File: config.mk
export PLATFORM = sky130hd
export DESIGN_NAME = mc_controller_p
export DESIGN_NICKNAME = d
export VERILOG_FILES = /design/src/rtl/mc_ctrl_pkg.sv /design/src/rtl/mc_controller_p_aludec.sv /design/src/rtl/mc_controller_p.sv
export SDC_FILE = /design/constraint.sdc
export NUM_CORES = 1
export LEC_CHECK = 0
export CAP_MARGIN = 5
export CORE_MARGIN = 4
export CORE_UTILIZATION = 35
export DETAILED_ROUTE_END_ITERATION = 12
export PLACE_DENSITY = 0.76
export SLEW_MARGIN = 20
export SYNTH_ARGS = -nofsm -noshare
export SYNTH_HDL_FRONTEND = slang
export SYNTH_SLANG_ARGS = --single-unit
File: constraint.sdc
create_clock -name clk -period 2.7 [get_ports clk]
set_clock_uncertainty 0.05 [all_clocks]
set_input_delay 0.27 -clock clk [delete_from_list [all_inputs] [get_ports clk]]
set_output_delay 0.27 -clock clk [all_outputs]
set_load 0.01 [all_outputs]
File: src/rtl/mc_ctrl_pkg.sv
// Shared definitions for the multicycle MIPS controller.
// Contents: FSM state enum (5-bit encoding), opcode and funct constants,
// ALU operation codes, ALU decoder mode codes, and the datapath mux
// selector encodings for regdst / alusrcb / pcsrc.
package mc_ctrl_pkg;

  typedef enum logic [4:0] {
    S_FETCH   = 5'd0,
    S_DECODE  = 5'd1,
    S_MEMADR  = 5'd2,
    S_MEMRD   = 5'd3,
    S_MEMWB   = 5'd4,
    S_MEMWR   = 5'd5,
    S_EXEC    = 5'd6,
    S_ALUWB   = 5'd7,
    S_BEQ     = 5'd8,
    S_BNE     = 5'd9,
    S_IMMEXEC = 5'd10,
    S_IMMWB   = 5'd11,
    S_JUMP    = 5'd12,
    S_JAL     = 5'd13,
    S_TRAP    = 5'd14
  } state_e;

  localparam logic [5:0] OP_RTYPE = 6'b000000;
  localparam logic [5:0] OP_LW    = 6'b100011;
  localparam logic [5:0] OP_SW    = 6'b101011;
  localparam logic [5:0] OP_BEQ   = 6'b000100;
  localparam logic [5:0] OP_BNE   = 6'b000101;
  localparam logic [5:0] OP_ADDI  = 6'b001000;
  localparam logic [5:0] OP_ANDI  = 6'b001100;
  localparam logic [5:0] OP_ORI   = 6'b001101;
  localparam logic [5:0] OP_J     = 6'b000010;
  localparam logic [5:0] OP_JAL   = 6'b000011;

  localparam logic [5:0] FUNCT_ADD = 6'b100000;
  localparam logic [5:0] FUNCT_SUB = 6'b100010;
  localparam logic [5:0] FUNCT_AND = 6'b100100;
  localparam logic [5:0] FUNCT_OR  = 6'b100101;
  localparam logic [5:0] FUNCT_SLT = 6'b101010;

  localparam logic [2:0] ALU_AND = 3'b000;
  localparam logic [2:0] ALU_OR  = 3'b001;
  localparam logic [2:0] ALU_ADD = 3'b010;
  localparam logic [2:0] ALU_SUB = 3'b110;
  localparam logic [2:0] ALU_SLT = 3'b111;

  // ALU decoder modes
  localparam logic [1:0] ALUM_ADD   = 2'b00;
  localparam logic [1:0] ALUM_SUB   = 2'b01;
  localparam logic [1:0] ALUM_FUNCT = 2'b10;
  localparam logic [1:0] ALUM_IMM   = 2'b11;

  localparam logic [1:0] REGDST_RT = 2'b00;
  localparam logic [1:0] REGDST_RD = 2'b01;
  localparam logic [1:0] REGDST_RA = 2'b10;

  localparam logic [1:0] SRCB_B     = 2'b00;
  localparam logic [1:0] SRCB_FOUR  = 2'b01;
  localparam logic [1:0] SRCB_IMM   = 2'b10;
  localparam logic [1:0] SRCB_IMMSH = 2'b11;

  localparam logic [1:0] PCSRC_ALU    = 2'b00;
  localparam logic [1:0] PCSRC_ALUOUT = 2'b01;
  localparam logic [1:0] PCSRC_JUMP   = 2'b10;

  // States that talk to memory and therefore wait on mem_ready
  function automatic logic is_mem_state(input state_e s);
    return (s == S_FETCH) || (s == S_MEMRD) || (s == S_MEMWR);
  endfunction

endpackage

File: src/rtl/mc_controller_p_aludec.sv
// ALU decoder for the multicycle controller.
// Ports:
//   i_mode       ALU mode: add, sub, decode funct, or immediate op
//   i_funct      R-type funct field (or the funct-equivalent of an imm op)
//   o_alucontrol ALU operation, zero-padded above bit 2
//   o_illegal    funct not recognised (only meaningful in funct mode)
module aludec_p
  import mc_ctrl_pkg::*;
#(
  parameter int ALUC_W = 3
) (
  input  logic [1:0]        i_mode,
  input  logic [5:0]        i_funct,
  output logic [ALUC_W-1:0] o_alucontrol,
  output logic              o_illegal
);

  logic [2:0] w_op;

  always_comb begin
    w_op      = ALU_ADD;
    o_illegal = 1'b0;
    case (i_mode)
      ALUM_ADD: w_op = ALU_ADD;
      ALUM_SUB: w_op = ALU_SUB;
      default: begin
        // Immediate ops arrive translated to their R-type funct, so both
        // modes share one table.
        case (i_funct)
          FUNCT_ADD: w_op = ALU_ADD;
          FUNCT_SUB: w_op = ALU_SUB;
          FUNCT_AND: w_op = ALU_AND;
          FUNCT_OR:  w_op = ALU_OR;
          FUNCT_SLT: w_op = ALU_SLT;
          default:   o_illegal = 1'b1;
        endcase
      end
    endcase
  end

  assign o_alucontrol = ALUC_W'(w_op);

endmodule

File: src/rtl/mc_controller_p.sv
// Multicycle MIPS control unit: Moore FSM with memory ready/request
// handshake, optional wait timeout, sticky trap, ALU decode and PC enable.
// Ports:
//   clk, reset (async, active-low)
//   op, funct, zero          datapath inputs
//   mem_ready / mem_req      memory handshake; memwrite qualifies mem_req
//   pcen, irwrite, regwrite  write enables
//   alusrca, alusrcb, iord, memtoreg, regdst, pcsrc, immext, linksel
//                            datapath mux selects
//   alucontrol               ALU operation
//   trap                     sticky error flag (illegal op/funct, timeout)
//   state_dbg                current state encoding
module mc_controller_p
  import mc_ctrl_pkg::*;
#(
  parameter int ALUC_W      = 3,
  parameter int MEM_TIMEOUT = 0,
  parameter int CNT_W       = 8
) (
  input  logic              clk,
  input  logic              reset,
  input  logic [5:0]        op,
  input  logic [5:0]        funct,
  input  logic              zero,
  input  logic              mem_ready,
  output logic              mem_req,
  output logic              pcen,
  output logic              memwrite,
  output logic              irwrite,
  output logic              regwrite,
  output logic              alusrca,
  output logic              iord,
  output logic              memtoreg,
  output logic [1:0]        regdst,
  output logic [1:0]        alusrcb,
  output logic [1:0]        pcsrc,
  output logic [ALUC_W-1:0] alucontrol,
  output logic              immext,
  output logic              linksel,
  output logic              trap,
  output logic [4:0]        state_dbg
);

  localparam logic [CNT_W:0] TMO = (CNT_W+1)'(MEM_TIMEOUT);

  state_e           r_state;
  logic [CNT_W-1:0] r_wait_cnt;
  logic [CNT_W:0]   w_cnt_inc;
  logic             w_mem_state;
  logic             w_timeout;
  logic             w_imm_logic;
  logic             w_alu_illegal;
  logic [1:0]       w_alu_mode;
  logic [5:0]       w_alu_funct;

  assign w_mem_state = is_mem_state(r_state);
  assign w_cnt_inc   = {1'b0, r_wait_cnt} + (CNT_W+1)'(1);
  // The wait that would bring the count to MEM_TIMEOUT traps, unless
  // mem_ready shows up in that same cycle.
  assign w_timeout   = (MEM_TIMEOUT != 0) && !mem_ready && (w_cnt_inc == TMO);
  assign w_imm_logic = (op == OP_ANDI) || (op == OP_ORI);

  always_comb begin
    w_alu_mode  = ALUM_ADD;
    w_alu_funct = funct;
    case (r_state)
      S_EXEC:       w_alu_mode = ALUM_FUNCT;
      S_BEQ, S_BNE: w_alu_mode = ALUM_SUB;
      S_IMMEXEC: begin
        w_alu_mode  = ALUM_IMM;
        w_alu_funct = (op == OP_ANDI) ? FUNCT_AND :
                      (op == OP_ORI)  ? FUNCT_OR  : FUNCT_ADD;
      end
      default: ;
    endcase
  end

  aludec_p #(.ALUC_W(ALUC_W)) u_aludec (
    .i_mode       (w_alu_mode),
    .i_funct      (w_alu_funct),
    .o_alucontrol (alucontrol),
    .o_illegal    (w_alu_illegal)
  );

  always_ff @(posedge clk or negedge reset) begin
    if (!reset) begin
      r_state    <= S_FETCH;
      r_wait_cnt <= '0;
    end else begin
      // Counts consecutive not-ready cycles of the current access; any
      // non-memory state or a completed access returns it to zero. With the
      // timeout disabled it may wrap, which is harmless.
      r_wait_cnt <= (w_mem_state && !mem_ready) ? w_cnt_inc[CNT_W-1:0] : '0;
      case (r_state)
        S_FETCH: begin
          if (mem_ready)      r_state <= S_DECODE;
          else if (w_timeout) r_state <= S_TRAP;
        end
        S_DECODE: begin
          case (op)
            OP_LW, OP_SW:               r_state <= S_MEMADR;
            OP_RTYPE:                   r_state <= S_EXEC;
            OP_BEQ:                     r_state <= S_BEQ;
            OP_BNE:                     r_state <= S_BNE;
            OP_ADDI, OP_ANDI, OP_ORI:   r_state <= S_IMMEXEC;
            OP_J:                       r_state <= S_JUMP;
            OP_JAL:                     r_state <= S_JAL;
            default:                    r_state <= S_TRAP;
          endcase
        end
        S_MEMADR: r_state <= (op == OP_LW) ? S_MEMRD : S_MEMWR;
        S_MEMRD: begin
          if (mem_ready)      r_state <= S_MEMWB;
          else if (w_timeout) r_state <= S_TRAP;
        end
        S_MEMWR: begin
          if (mem_ready)      r_state <= S_FETCH;
          else if (w_timeout) r_state <= S_TRAP;
        end
        S_EXEC:    r_state <= w_alu_illegal ? S_TRAP : S_ALUWB;
        S_IMMEXEC: r_state <= S_IMMWB;
        S_MEMWB, S_ALUWB, S_BEQ, S_BNE, S_IMMWB, S_JUMP, S_JAL:
                   r_state <= S_FETCH;
        default:   r_state <= S_TRAP;
      endcase
    end
  end

  always_comb begin
    mem_req  = 1'b0;
    memwrite = 1'b0;
    irwrite  = 1'b0;
    pcen     = 1'b0;
    regwrite = 1'b0;
    alusrca  = 1'b0;
    iord     = 1'b0;
    memtoreg = 1'b0;
    linksel  = 1'b0;
    regdst   = REGDST_RT;
    alusrcb  = SRCB_B;
    pcsrc    = PCSRC_ALU;
    case (r_state)
      S_FETCH: begin
        mem_req = 1'b1;
        alusrcb = SRCB_FOUR;
        irwrite = mem_ready;
        pcen    = mem_ready;
      end
      S_DECODE: alusrcb = SRCB_IMMSH;
      S_MEMADR: begin
        alusrca = 1'b1;
        alusrcb = SRCB_IMM;
      end
      S_MEMRD: begin
        mem_req = 1'b1;
        iord    = 1'b1;
      end
      S_MEMWR: begin
        mem_req  = 1'b1;
        memwrite = 1'b1;
        iord     = 1'b1;
      end
      S_MEMWB: begin
        memtoreg = 1'b1;
        regwrite = 1'b1;
      end
      S_EXEC: alusrca = 1'b1;
      S_ALUWB: begin
        regdst   = REGDST_RD;
        regwrite = 1'b1;
      end
      S_BEQ, S_BNE: begin
        alusrca = 1'b1;
        pcsrc   = PCSRC_ALUOUT;
        pcen    = (r_state == S_BEQ) ? zero : ~zero;
      end
      S_IMMEXEC: begin
        alusrca = 1'b1;
        alusrcb = SRCB_IMM;
      end
      S_IMMWB: regwrite = 1'b1;
      S_JUMP: begin
        pcsrc = PCSRC_JUMP;
        pcen  = 1'b1;
      end
      S_JAL: begin
        regdst   = REGDST_RA;
        linksel  = 1'b1;
        regwrite = 1'b1;
        pcsrc    = PCSRC_JUMP;
        pcen     = 1'b1;
      end
      default: ;
    endcase
  end

  // The zero-extend select must survive into the write-back cycle.
  assign immext    = w_imm_logic && ((r_state == S_IMMEXEC) || (r_state == S_IMMWB));
  assign trap      = (r_state == S_TRAP);
  assign state_dbg = r_state;

endmodule

==> flow_summary.json, run 1 <==
{
  "post_detailed_placement_half_perimeter_wirelength_um": 1710,
  "power.share.clock": 0.079,
  "setup_tns_ns": 0,
  "drt-vias-per-instance": 5.35,
  "element_type_at_the_critical_path_start": "input port",
  "path_clk_slew_ns": 0.04,
  "grt_setup_unrepaired": "no",
  "chip_height_um": 52.1,
  "layout-drive-gt1-share": 0.0986,
  "critical_path.max_fanout": 5,
  "critPathCaptureType": "primary output",
  "clock_tree.buffer_depth": 2,
  "largest_net_degree_at_the_start_of_global_routing": 21,
  "internal_pwr_total_uw": 518,
  "run_status": "completed",
  "synth_cell_types": 40,
  "hold_path.class": "input port to async pin",
  "area_growth_pct": 65.3,
  "die_area_sq_um": 2710,
  "floorplan.initialDensity": 0.382,
  "syn_inst": 104,
  "final-max-slew-violation-count": 0,
  "worst_ep_arrival_time_ns": 2.06,
  "number_of_flops_mapped_to_enable_cells_by_yosys": 0,
  "critPathLaunch": "op[3]",
  "tritoncts": "yes",
  "total_of_warnings_raised_by_yosys": 0,
  "synth_fp_nets": 120,
  "gr-total-overflow": 0,
  "rr_startpoint": "state_dbg[2]",
  "final_nets": 160,
  "grt_pass1_vias": 852,
  "insertedDiodeCount": 0,
  "antenna_found_initial": 0,
  "fp.dieW_um": 52.1,
  "drt_drc_violations_left": 0,
  "most_common_cell_after_layout_fill_and_taps_aside": "clkdlybuf4s50_1",
  "power_per_cell_area_nw_per_um2": 842,
  "post-route-period-util": 0.881,
  "io_buffer_count": 39,
  "most-common-layout-cells": "clkdlybuf4s50_1 (39), nor2_1 (16), a21oi_1 (10), nand2_1 (8), nor3_1 (7)",
  "synth_top_flop_cell": "dfrtp_1",
  "largest_register_ffs": 4,
  "clock.fmax_ghz": 0.421,
  "cts_setup_buffers": 0,
  "placement_rows": 15,
  "globalplace.congestion": 0.808,
  "io_pins": 41,
  "clk-insertion-delay-late_ns": 0.24,
  "coreArea_sq_um": 1780,
  "finalInstanceArea_sq_um": 1120,
  "drt_iter0_markers": 10,
  "max-cap-violations": 0,
  "leakage_uw": 0.000416,
  "wirelength_per_cell_um": 13.1,
  "power.share.combinational": 0.771,
  "min_period_ns": 2.38,
  "routed_wl_um": 2180,
  "h-tree-depth": 1,
  "grt_usage": 0.175,
  "cts_made_buffers": 3,
  "post_synthesis_average_cell_area_sq_um": 6.54,
  "final_antenna_net_count": 0,
  "post_dp_cell_area_sq_um": 1100,
  "path_class": "input port to primary output",
  "power_frac_seq": 0.150,
  "net-switching-power_uw": 429,
  "mappedNetlistArea_sq_um": 681,
  "postSynth.asyncResetShare": 1.00,
  "timing_hold_violations_final": 0,
  "finalSetupViolations": 0,
  "grt_first_pass_wirelength_um": 3680,
  "synth_sequential_area_ratio": 0.147,
  "clock_sink_count": 4,
  "yosys_register_bits": 4,
  "maximum_resistive_drop_on_vdd_mv": 0.553,
  "vias": 894,
  "drt_first_pass_iters": 4,
  "critical_path_required_ns": 2.38,
  "net_switching_fraction_of_the_power": 0.453,
  "root_buffer": "clkbuf_4"
}
## synth_stat cells (2+ instances only)
master | number | share of area
buf_2 | 2 | 0.015
o21ai_0 | 5 | 0.037
nor2_1 | 16 | 0.088
a21o_1 | 2 | 0.022
nor4_1 | 2 | 0.018
nand2b_1 | 6 | 0.055
nor3_1 | 7 | 0.051
nand3_1 | 3 | 0.022
inv_1 | 3 | 0.017
o21ba_2 | 2 | 0.029
dfrtp_1 | 4 | 0.15
buf_4 | 2 | 0.022
o21bai_1 | 2 | 0.022
a21oi_1 | 10 | 0.074
xnor2_1 | 2 | 0.026
nand2_1 | 8 | 0.044
o32ai_1 | 2 | 0.026
clkbuf_1 | 4 | 0.022
## kinds of logic (layout without fill, tap and decap cells)
family	Yosys count	count (layout)	synth area share
muxes	1	1	0.0165
buffers and inverters	12	50	0.0809
and+or+nand+nor	50	50	0.373
DFF	4	4	0.147
other	1	1	0.00551
AOI/OAI and AO/OA	33	33	0.338
xor gates and xnor gates	3	3	0.0386
## final cells by class
class                      instances  area, sq um
clock buffer                       3         22.5
fill                             170          658
inverter                           3         11.3
multi-input combinational         88          532
sequential                         4          100
tap                               25         31.3
timing repair buffer              44          428
## what timing repair did
action,4_1_cts,5_1_grt
gates resized for setup,0,1
hold buffers,0,0
endpoints found under the hold margin,0,0
setup endpoints to repair,0,1
## path summary, 6_finish.rpt
check	end	slack (ns)	cells after the start
worst min-delay path	state_dbg[3]	0.18	1
worst max register to register	state_dbg[0]	1.01	6
min in group clk	state_dbg[2]	0.71	1
max in group asynchronous	state_dbg[2]	2.26	1
worst min register to register	state_dbg[2]	0.71	1
worst max-delay path	alucontrol[0]	0.32	6
## metrics by stage
stage	worst slack [ns]	util	hold slack, ns	std cells	total power (uW)
floorplan	0.931	-	-0.0756	104	543
global placement	0.233	0.615	0.427	164	859
detailed placement	0.159	0.615	0.432	164	870
CTS	0.156	0.627	0.173	167	952
global route	0.161	0.631	0.177	167	1040
finish	0.322	0.631	0.179	167	947
## critical path: stages
cell and delay (ns):
clkdlybuf4s50_1 0.54, nand3_1 0.11, nor4b_2 0.37, a21oi_1 0.12, nor2_1 0.09, clkdlybuf4s50_1 0.55
## power groups by stage
stage | sequential, uW | combinational, uW | clock (uW)
floorplan | 116 | 427 | 0
global placement | 142 | 717 | 0
detailed placement | 141 | 729 | 0
CTS | 140 | 732 | 80.3
global route | 148 | 805 | 83.9
finish | 142 | 730 | 75.2
## per-layer routing
| layer | track usage | up-vias | wire length [um] |
|---|---|---|---|
| li1 | - | 453 | - |
| met1 | 0.207 | 397 | 982 |
| met2 | 0.287 | 41 | 975 |
| met3 | 0.0430 | 3 | 193 |
| met4 | 0.0961 | 0 | 28 |
| met5 | 0 | - | 0 |
(Power assumes the default switching activity.)
==> run 2: changes to the inputs <==
--- a/config.mk
+++ b/config.mk
@@ -14,3 +14,4 @@
 export SYNTH_ARGS = -nofsm -noshare
 export SYNTH_HDL_FRONTEND = slang
 export SYNTH_SLANG_ARGS = --single-unit
+export TNS_END_PERCENT = 5
==> results of run 2 <==
Same layout as run 1: the final DEF is identical, and so are final timing and power.
